==> src/rtl/async_fifo_rd_drain.sv <==
// Read-side master for the asynchronous FIFO: issues reads while data is available,
// captures the returned words into a 2-entry buffer and presents them on a valid/ready stream.
module async_fifo_rd_drain #(
    parameter int WIDTH = 8,
    parameter int CNT_W = 16
) (
    input  logic             clk_i,
    input  logic             rst_i,
    input  logic             enable_i,
    input  logic             empty_i,
    input  logic             rd_error_i,
    input  logic [WIDTH-1:0] rdata_i,
    output logic             rd_en_o,
    output logic             m_valid_o,
    output logic [WIDTH-1:0] m_data_o,
    input  logic             m_ready_i,
    output logic [CNT_W-1:0] rd_count_o,
    output logic [7:0]       err_count_o,
    output logic             busy_o
);

    typedef enum logic [1:0] {
        IDLE  = 2'd0,
        RUN   = 2'd1,
        DRAIN = 2'd2
    } state_t;

    state_t           state;
    logic [1:0]       occ;
    logic             pend;
    logic [WIDTH-1:0] tail;
    logic             pop;
    logic             push;
    logic [2:0]       committed;

    assign pop       = m_valid_o & m_ready_i;
    assign push      = pend & ~rd_error_i;
    assign m_valid_o = (occ != 2'd0);

    // Slots already spoken for after this cycle: buffered words plus the one in flight,
    // less the word leaving now. A read is only issued if it is guaranteed a slot.
    assign committed = {1'b0, occ} + {2'b00, pend} - {2'b00, pop};
    assign rd_en_o   = (state == RUN) & ~empty_i & (committed < 3'd2);

    always_ff @(posedge clk_i) begin
        if (rst_i) begin
            state  <= IDLE;
            busy_o <= 1'b0;
        end else begin
            busy_o <= (state != IDLE);
            case (state)
                IDLE: begin
                    if (enable_i) state <= RUN;
                end
                RUN: begin
                    if (!enable_i) state <= DRAIN;
                end
                DRAIN: begin
                    if (enable_i) begin
                        state <= RUN;
                    end else if (!pend && (occ == 2'd0)) begin
                        state <= IDLE;
                    end
                end
                default: state <= IDLE;
            endcase
        end
    end

    // m_data_o is the head slot and tail the second slot; a pop shifts tail into head.
    always_ff @(posedge clk_i) begin
        if (rst_i) begin
            occ         <= 2'd0;
            pend        <= 1'b0;
            tail        <= '0;
            m_data_o    <= '0;
            rd_count_o  <= '0;
            err_count_o <= 8'd0;
        end else begin
            pend <= rd_en_o;

            if (pop) begin
                rd_count_o <= rd_count_o + CNT_W'(1);
            end

            if (pend && rd_error_i && (err_count_o != 8'hFF)) begin
                err_count_o <= err_count_o + 8'd1;
            end

            case ({push, pop})
                2'b10: begin
                    if (occ == 2'd0) begin
                        m_data_o <= rdata_i;
                    end else begin
                        tail <= rdata_i;
                    end
                    occ <= occ + 2'd1;
                end
                2'b01: begin
                    if (occ == 2'd2) begin
                        m_data_o <= tail;
                    end
                    occ <= occ - 2'd1;
                end
                2'b11: begin
                    if (occ == 2'd2) begin
                        m_data_o <= tail;
                        tail     <= rdata_i;
                    end else begin
                        m_data_o <= rdata_i;
                    end
                end
                default: ;
            endcase
        end
    end

endmodule
==> config.mk <==
export PLATFORM = sky130hd
export DESIGN_NAME = async_fifo_rd_drain
export DESIGN_NICKNAME = d
export VERILOG_FILES = /design/src/rtl/async_fifo_rd_drain.sv
export SDC_FILE = /design/constraint.sdc
export NUM_CORES = 1
export LEC_CHECK = 0
export ABC_AREA = 0
export CAP_MARGIN = 20
export CORE_MARGIN = 5
export CORE_UTILIZATION = 52
export CTS_BUF_LIST = sky130_fd_sc_hd__clkbuf_4 sky130_fd_sc_hd__clkbuf_8
export DETAILED_ROUTE_END_ITERATION = 16
export PLACE_DENSITY_LB_ADDON = 0.3
export SLEW_MARGIN = 20
export SYNTH_ARGS = -nofsm -noshare
export SYNTH_HDL_FRONTEND = slang
export SYNTH_SLANG_ARGS = --single-unit
==> constraint.sdc <==
create_clock -name clk_i -period 3 [get_ports clk_i]
set_clock_uncertainty 0.1 [all_clocks]
set_input_delay 0.6 -clock clk_i [delete_from_list [all_inputs] [get_ports clk_i]]
set_output_delay 0.6 -clock clk_i [all_outputs]
set_load 0.005 [all_outputs]
==> results of run 1 <==
## final cells by class
class                   count  area, µm²
clock buffers               5       68.8
well taps                  50       62.6
repair buffers             61        573
flip-flops and latches     46        923
fillers                   334       1120
clock inverters             3       43.8
multi-input cells         169       1210
inverters                   6       25.0
## worst min-delay path, cell delays in order (launching register included)
cell and delay (ps):
sky130_fd_sc_hd__dfxtp_1 340, sky130_fd_sc_hd__nand2_1 60, sky130_fd_sc_hd__a21oi_1 50
## worst paths after layout
kind / startpoint / endpoint / slack (ps) / cells after the start
worst max-delay path: occ[0] / rd_en_o / 8 / 9
worst max register to register: occ[0] / m_data_o[1] / 590 / 11
worst min-delay path: rd_count_o[1] / rd_count_o[1] / 390 / 2
worst min register to register: rd_count_o[1] / rd_count_o[1] / 390 / 2
## through the flow
stage	total power (W)	area, µm²	setup slack (ps)
after global placement	0.000775	2720	-681
final	0.00124	2910	7.70
after global routing	0.00129	2910	-92.0
after detailed placement	0.000778	2720	-801
after floorplan	0.000711	2180	71.6
after CTS	0.00125	2880	-11.5
## state kept, by name (all words and copies together), names as in the netlist
name         flops
pend             1
m_data_o         8
occ              2
state            2
busy_o           1
rd_count_o      16
err_count_o      8
tail             8
## placed cells by master, fill, tap and decap left out, types with 7 or more instances in the layout
cell type                         count
sky130_fd_sc_hd__a221oi_1             8
sky130_fd_sc_hd__buf_4               13
sky130_fd_sc_hd__nor2_1              42
sky130_fd_sc_hd__nor3_1              11
sky130_fd_sc_hd__mux2i_1             10
sky130_fd_sc_hd__clkdlybuf4s50_1     46
sky130_fd_sc_hd__xor2_1               7
sky130_fd_sc_hd__nand2_1             11
sky130_fd_sc_hd__dfxtp_1             44
sky130_fd_sc_hd__xnor2_1             12
## power by group
| part | switching [W] | leakage, nW | internal [W] |
|---|---|---|---|
| registers | 0.00000892 | 0.373 | 0.000626 |
| logic | 0.0000627 | 0.674 | 0.0000737 |
| clock network | 0.000214 | 0.0585 | 0.000250 |
| total | 0.000286 | 1.11 | 0.000950 |
## cell families after synthesis
| family | Yosys count | share of synthesized area |
|---|---|---|
| AND/OR/NAND/NOR | 100 | 0.232 |
| AO/OA/AOI/OAI | 28 | 0.111 |
| multiplexers | 13 | 0.0631 |
| adder cells (fa/ha/maj) | 8 | 0.0494 |
| XOR/XNOR | 20 | 0.0804 |
| flip-flops | 46 | 0.423 |
| buffers and inverters | 16 | 0.0408 |
## layer usage
metal | share of wire | global-route usage | vias to the layer above
met5 | 0 | 0 | -
met1 | 0.43 | 0.211 | 856
met3 | 0.053 | 0.0414 | 9
li1 | - | - | 924
met2 | 0.49 | 0.310 | 45
met4 | 0.023 | 0.0652 | 0
## timing repair
item / CTS / global route
setup endpoints to repair: 1 / 1
setup buffers: 2 / 3
resized for setup: 14 / 1
pin swaps: 4 / 3
hold endpoints to repair: 0 / 0
==> Implementation_results.wiki, run 1 <==
{| class="wikitable"
! Metric !! Value
|-
| Maximum buffer depth of the clock tree || 2
|-
| Highest Clock Rate || about 330 MHz
|-
| Worst skew pair latency || ~300 ps
|-
| Starting DRC count in detailed routing || between 60 and 70
|-
| Number of rows in the core area || 23
|-
| Hold Path Class || reg -> reg
|-
| Post-route worst hold slack || slightly below 400 ps
|-
| Number of placed cells counting well taps || 327
|-
| Register area share after synthesis || 0.423
|-
| DR WL/cell || 13.6 µm
|-
| Synth area leader || sky130_fd_sc_hd__dfxtp_1
|-
| Crit path buf inv count || 2
|-
| Maximum number of pins on one net before global-route repair || approximately 50
|-
| Vertical extent of the die || ~75 µm
|-
| Global-route wire length before repair || approximately 7700 µm
|-
| Count of hold-fix buffers inserted at cts || 0
|-
| Final-report hold violation count || 0
|-
| Post-synthesis to final-layout area growth || 33.3%
|-
| Outcome || finished clean
|-
| Largest cells by area after synthesis || sky130_fd_sc_hd__dfxtp_1 (42%), sky130_fd_sc_hd__nor2_1 (7.2%), sky130_fd_sc_hd__xnor2_1 (4.8%)
|-
| Finished Layout Cells || 340
|-
| HPWL Detailed || between 3000 and 4000 µm
|-
| Final core utilization || 0.721
|-
| Worst slew margin relative to its limit || 0.563
|-
| Setup repair after global routing missed its margin || yes
|-
| Final period demand of the worst path || 2990 ps
|-
| Die width || approximately 75 µm
|-
| H-Tree Depth || 2
|-
| Synth Cell Area || roughly 2200 µm²
|-
| CTS clk-pin slew, worst paths || roughly 80 ps
|-
| TritonCTS clock tree || yes
|-
| Total length of routed wires || ~4600 µm
|-
| Total iterations of the first detailed-routing run || 4
|-
| Count of maximum capacitance violations || 0
|-
| Clock sinks || 46
|-
| Top-count cell post-synth || sky130_fd_sc_hd__dfxtp_1
|-
| All-Layer GR Usage || 0.177
|-
| Standard cell with the maximum stage delay on the critical path || sky130_fd_sc_hd__fa_2
|-
| Element type at the critical path start || flip-flop
|-
| Count of flip-flops with a built-in enable after synthesis || 0
|-
| Critical-path cell list || or2_4, nand2_4, inv_4, ha_4, nand2b_4, fa_2, xor2_2, nor4b_2, buf_2
|-
| CTS buffer count || 5
|-
| Global placement routability congestion || roughly 0.76
|-
| Share of Yosys cell area claimed by the top area cell type || 0.423
|-
| Remaining DRCs || 0
|-
| WP data arrival || around 2300 ps
|-
| Crit-path max FO || 2
|-
| Top-Level Pins || between 40 and 50
|-
| Startpoint-to-endpoint class of the critical path || reg -> out
|-
| Fin Setup TNS || 0 ps
|-
| Number of different library cells in the post-synthesis netlist || 46
|-
| Leakage Power || roughly 1.1 nW
|-
| Post-synth ARST share || 0
|-
| Pins over their slew limit || 0
|-
| Final net count || roughly 310
|-
| Critical path data required time || approximately 2300 ps
|-
| Final antenna-violating net count || 0
|-
| Port buffer count || between 40 and 50
|-
| Vias per cell || about 5.4
|-
| Post-Synthesis Net Count || between 200 and 300
|-
| CP max stage delay || 360 ps
|-
| Via count of the first global-routing pass || between 1500 and 2000
|-
| Diode count || 0
|-
| Tcrit/Tclk final || 0.997
|-
| Post-synthesis instance total || ~230
|-
| Number of antenna violations at the first check in global routing || 0
|-
| Core Region || 4030 µm²
|-
| Worst voltage drop across the vdd grid || roughly 0.32 mV
|-
| Vias after detailed routing || around 1800
|-
| Worst slew pin tran || 655 ps
|-
| Critical path endpoint category || output port
|-
| Starting density of the core || 0.541
|-
| Number of storage elements in the synthesis netlist || 46
|-
| Mean area per synthesized cell || about 9.4 µm²
|-
| Family with the most delay on the worst path || simple AND/OR/NAND/NOR gates
|-
| Root buffer selected by CTS || sky130_fd_sc_hd__clkbuf_8
|-
| Final number of setup-violating endpoints || 0
|-
| Most used flip-flop cell after synthesis || sky130_fd_sc_hd__dfxtp_1
|-
| Share of layout cells above drive strength 1 || 0.141
|-
| Post-synth top cells || sky130_fd_sc_hd__dfxtp_1 (46), sky130_fd_sc_hd__nor2_1 (42), sky130_fd_sc_hd__xnor2_1 (12), sky130_fd_sc_hd__nand2_1 (11), sky130_fd_sc_hd__nor3_1 (11)
|-
| Number of warning messages in the yosys log || 0
|-
| Die footprint || around 5600 µm²
|-
| Sum of overflow across all layers after global routing || 0
|-
| Total power density per cell area || roughly 430 nW/µm²
|}
No activity file was read; power rests on OpenSTA's default activity.
==> run 2, diff against run 1 <==
--- a/config.mk
+++ b/config.mk
@@ -8,7 +8,7 @@
 export ABC_AREA = 0
 export CAP_MARGIN = 20
 export CORE_MARGIN = 5
-export CORE_UTILIZATION = 52
+export CORE_UTILIZATION = 35
 export CTS_BUF_LIST = sky130_fd_sc_hd__clkbuf_4 sky130_fd_sc_hd__clkbuf_8
 export DETAILED_ROUTE_END_ITERATION = 16
 export PLACE_DENSITY_LB_ADDON = 0.3
==> run 2 against run 1 <==
Power grew 1.5%. Hold slack lost 8.3 ps. First-iteration DRC count is 49% higher. Sequential power about the same. Critical path type unchanged. Critical endpoint unchanged.
==> Implementation_results.wiki, run 2 (synthesized netlist as in run 1, its figures left out) <==
{| class="wikitable"
! Metric !! Value
|-
| Outcome || finished clean
|-
| DR WL/cell || 13.9 µm (+2.2%)
|-
| Highest Clock Rate || 336 MHz (+0.50%)
|-
| Vias after detailed routing || 1836 (+0.11%)
|-
| Final antenna-violating net count || 0 (unchanged)
|-
| TritonCTS clock tree || yes
|-
| Setup WS post-layout || 22.5 ps (+14.8 ps)
|-
| CTS clk-pin slew, worst paths || 90 ps (about the same)
|-
| Worst voltage drop across the vdd grid || 0.226 mV (-29%)
|-
| Global placement routability congestion || 0.757 (-0.37%)
|-
| Die footprint || 7910 µm² (+42%)
|-
| Number of placed cells counting well taps || 353 (+8.0%)
|-
| Pre-CTS setup slack || -752 ps (+49.1 ps)
|-
| Global-route wire length before repair || 8620 µm (+13%)
|-
| Leakage Power || 1.14 nW (+2.7%)
|-
| Critical path data required time || 2300 ps (about the same)
|-
| Worst slew pin tran || 682 ps (+27.3 ps)
|-
| Tcrit/Tclk final || 0.992 (-0.00494)
|-
| Via count of the first global-routing pass || 1779 (+4.3%)
|-
| Critical path endpoint category || output port
|-
| Flip-flop count of the largest register, all copies and words added || 16 (unchanged)
|-
| Core Region || 5990 µm² (+49%)
|-
| Total power density per cell area || 420 nW/µm² (-1.3%)
|-
| Die width || 88.9 µm (+19%)
|-
| Most common library cell in the layout ignoring fill and taps || sky130_fd_sc_hd__clkdlybuf4s50_1
|-
| Final-report hold violation count || 0 (unchanged)
|-
| Worst skew pair latency || 290 ps (about the same)
|-
| Sum of overflow across all layers after global routing || 0 (unchanged)
|-
| Post-route worst hold slack || 385 ps (-8.33 ps)
|-
| Remaining DRCs || 0 (unchanged)
|-
| Area of the multi-input gates || 1220 µm² (+0.93%)
|-
| Pins over their slew limit || 0 (unchanged)
|-
| Total iterations of the first detailed-routing run || 4 (unchanged)
|-
| Clock sinks || 46 (unchanged)
|-
| HPWL Detailed || 3580 µm (+8.1%)
|-
| Count of hold-fix buffers inserted at cts || 0 (unchanged)
|-
| Maximum number of pins on one net before global-route repair || 30 (-39%)
|-
| Most flop-heavy register || rd_count_o
|-
| Final net count || 316 (+1.6%)
|-
| Starting density of the core || 0.364 (-0.177)
|-
| Setup repair after global routing missed its margin || yes
|-
| Vertical extent of the die || 88.9 µm (+19%)
|-
| Number of antenna violations at the first check in global routing || 0 (unchanged)
|-
| Port buffer count || 48 (unchanged)
|-
| Worst slew margin relative to its limit || 0.545 (-0.0182)
|-
| Diode count || 0 (unchanged)
|-
| Maximum buffer depth of the clock tree || 2 (unchanged)
|-
| Filler Cell Count || 557 (+67%)
|-
| WP data arrival || 2280 ps (about the same)
|-
| Share of layout cells above drive strength 1 || 0.159 (+0.0179)
|-
| CTS buffer count || 5 (unchanged)
|-
| Total length of routed wires || 5160 µm (+11%)
|-
| Element type at the critical path start || flip-flop
|-
| Most used cells in the layout excluding fill and tap cells || sky130_fd_sc_hd__clkdlybuf4s50_1 (46), sky130_fd_sc_hd__dfxtp_1 (44), sky130_fd_sc_hd__nor2_1 (42)
|-
| Finished Layout Cells || 370 (+8.8%)
|-
| Top-Level Pins || 49 (unchanged)
|-
| Root buffer selected by CTS || sky130_fd_sc_hd__clkbuf_8
|-
| Final number of setup-violating endpoints || 0 (unchanged)
|-
| Combined flip-flop and latch cell area || 923 µm² (unchanged)
|-
| Crit-path max FO || 2 (unchanged)
|-
| Number of rows in the core area || 28 (+22%)
|-
| Post-synthesis to final-layout area growth || 37.0%
|-
| Startpoint-to-endpoint class of the critical path || reg -> out
|-
| Vias per cell || 4.96 (-8.0%)
|-
| Count of maximum capacitance violations || 0 (unchanged)
|-
| H-Tree Depth || 2 (unchanged)
|-
| Final period demand of the worst path || 2980 ps (-14.8 ps)
|-
| Hold Path Class || reg -> reg
|-
| Starting DRC count in detailed routing || 91 (+49%)
|-
| All-Layer GR Usage || 0.137 (-0.0397)
|}
## run 2: changes by cell type in the layout (fill, tap and decap cells not counted), sizes merged
cell,before,now
clkinv,1,0
clkinvlp,0,1
inv,7,6
buf,14,19
clkbuf,5,6
## run 2: final timing paths
path | startpoint | end | slack (ps) | cells past startpoint
min reg2reg | state[1] | state[0] | 390 | 1
max | occ[0] | rd_en_o | 20 | 9
max reg2reg | occ[0] | pend | 160 | 16
min | state[1] | state[0] | 390 | 1
## run 2: cell type report
type / instances / area share
well taps: 75 / 0.0314
clock inverters: 2 / 0.0126
clock buffers: 6 / 0.0256
repair buffers: 66 / 0.204
multi-input cells: 169 / 0.408
inverters: 6 / 0.00838
flip-flops and latches: 46 / 0.309
## run 2: layer usage
| metal | global-route usage | wire [µm] |
|---|---|---|
| met5 | 0 | 0 |
| met2 | 0.223 | 2510 |
| met4 | 0.0288 | 40 |
| met1 | 0.185 | 2350 |
| met3 | 0.0350 | 264 |
## run 2: worst max-delay path: stages, from the launching register on
cell and delay (ps):
sky130_fd_sc_hd__dfxtp_2 330, sky130_fd_sc_hd__or2_4 250, sky130_fd_sc_hd__nand2_4 70, sky130_fd_sc_hd__inv_4 40, sky130_fd_sc_hd__ha_4 190, sky130_fd_sc_hd__nand2b_4 130, sky130_fd_sc_hd__fa_2 360, sky130_fd_sc_hd__xor2_2 170
sky130_fd_sc_hd__nor4b_4 280, sky130_fd_sc_hd__buf_2 160
## run 2: timing repair
| item | in CTS | in global routing |
|---|---|---|
| buffers inserted | 9 | 1 |
| gates resized for setup | 13 | 4 |
| endpoints found under the hold margin | 0 | 0 |
| setup endpoints to repair | 1 | 2 |
| pin swaps | 4 | 3 |
## run 2: where the power goes
group | leakage (nW) | internal (W) | switching, W
Combinational | 0.707 | 0.0000786 | 0.0000664
Clock | 0.0548 | 0.000258 | 0.000216
Sequential | 0.373 | 0.000626 | 0.00000864
Total | 1.14 | 0.000963 | 0.000291
## run 2: through the flow
stage                     cell area, µm²  TNS, ps  utilization  power [W]
after CTS                           2970        0        0.495    0.00126
after floorplan                     2180        0            -   0.000711
final                               2990        0        0.499    0.00125
after detailed placement            2760     -752        0.460   0.000780
after global placement              2760     -709        0.460   0.000778
after global routing                2990    -69.8        0.499    0.00131
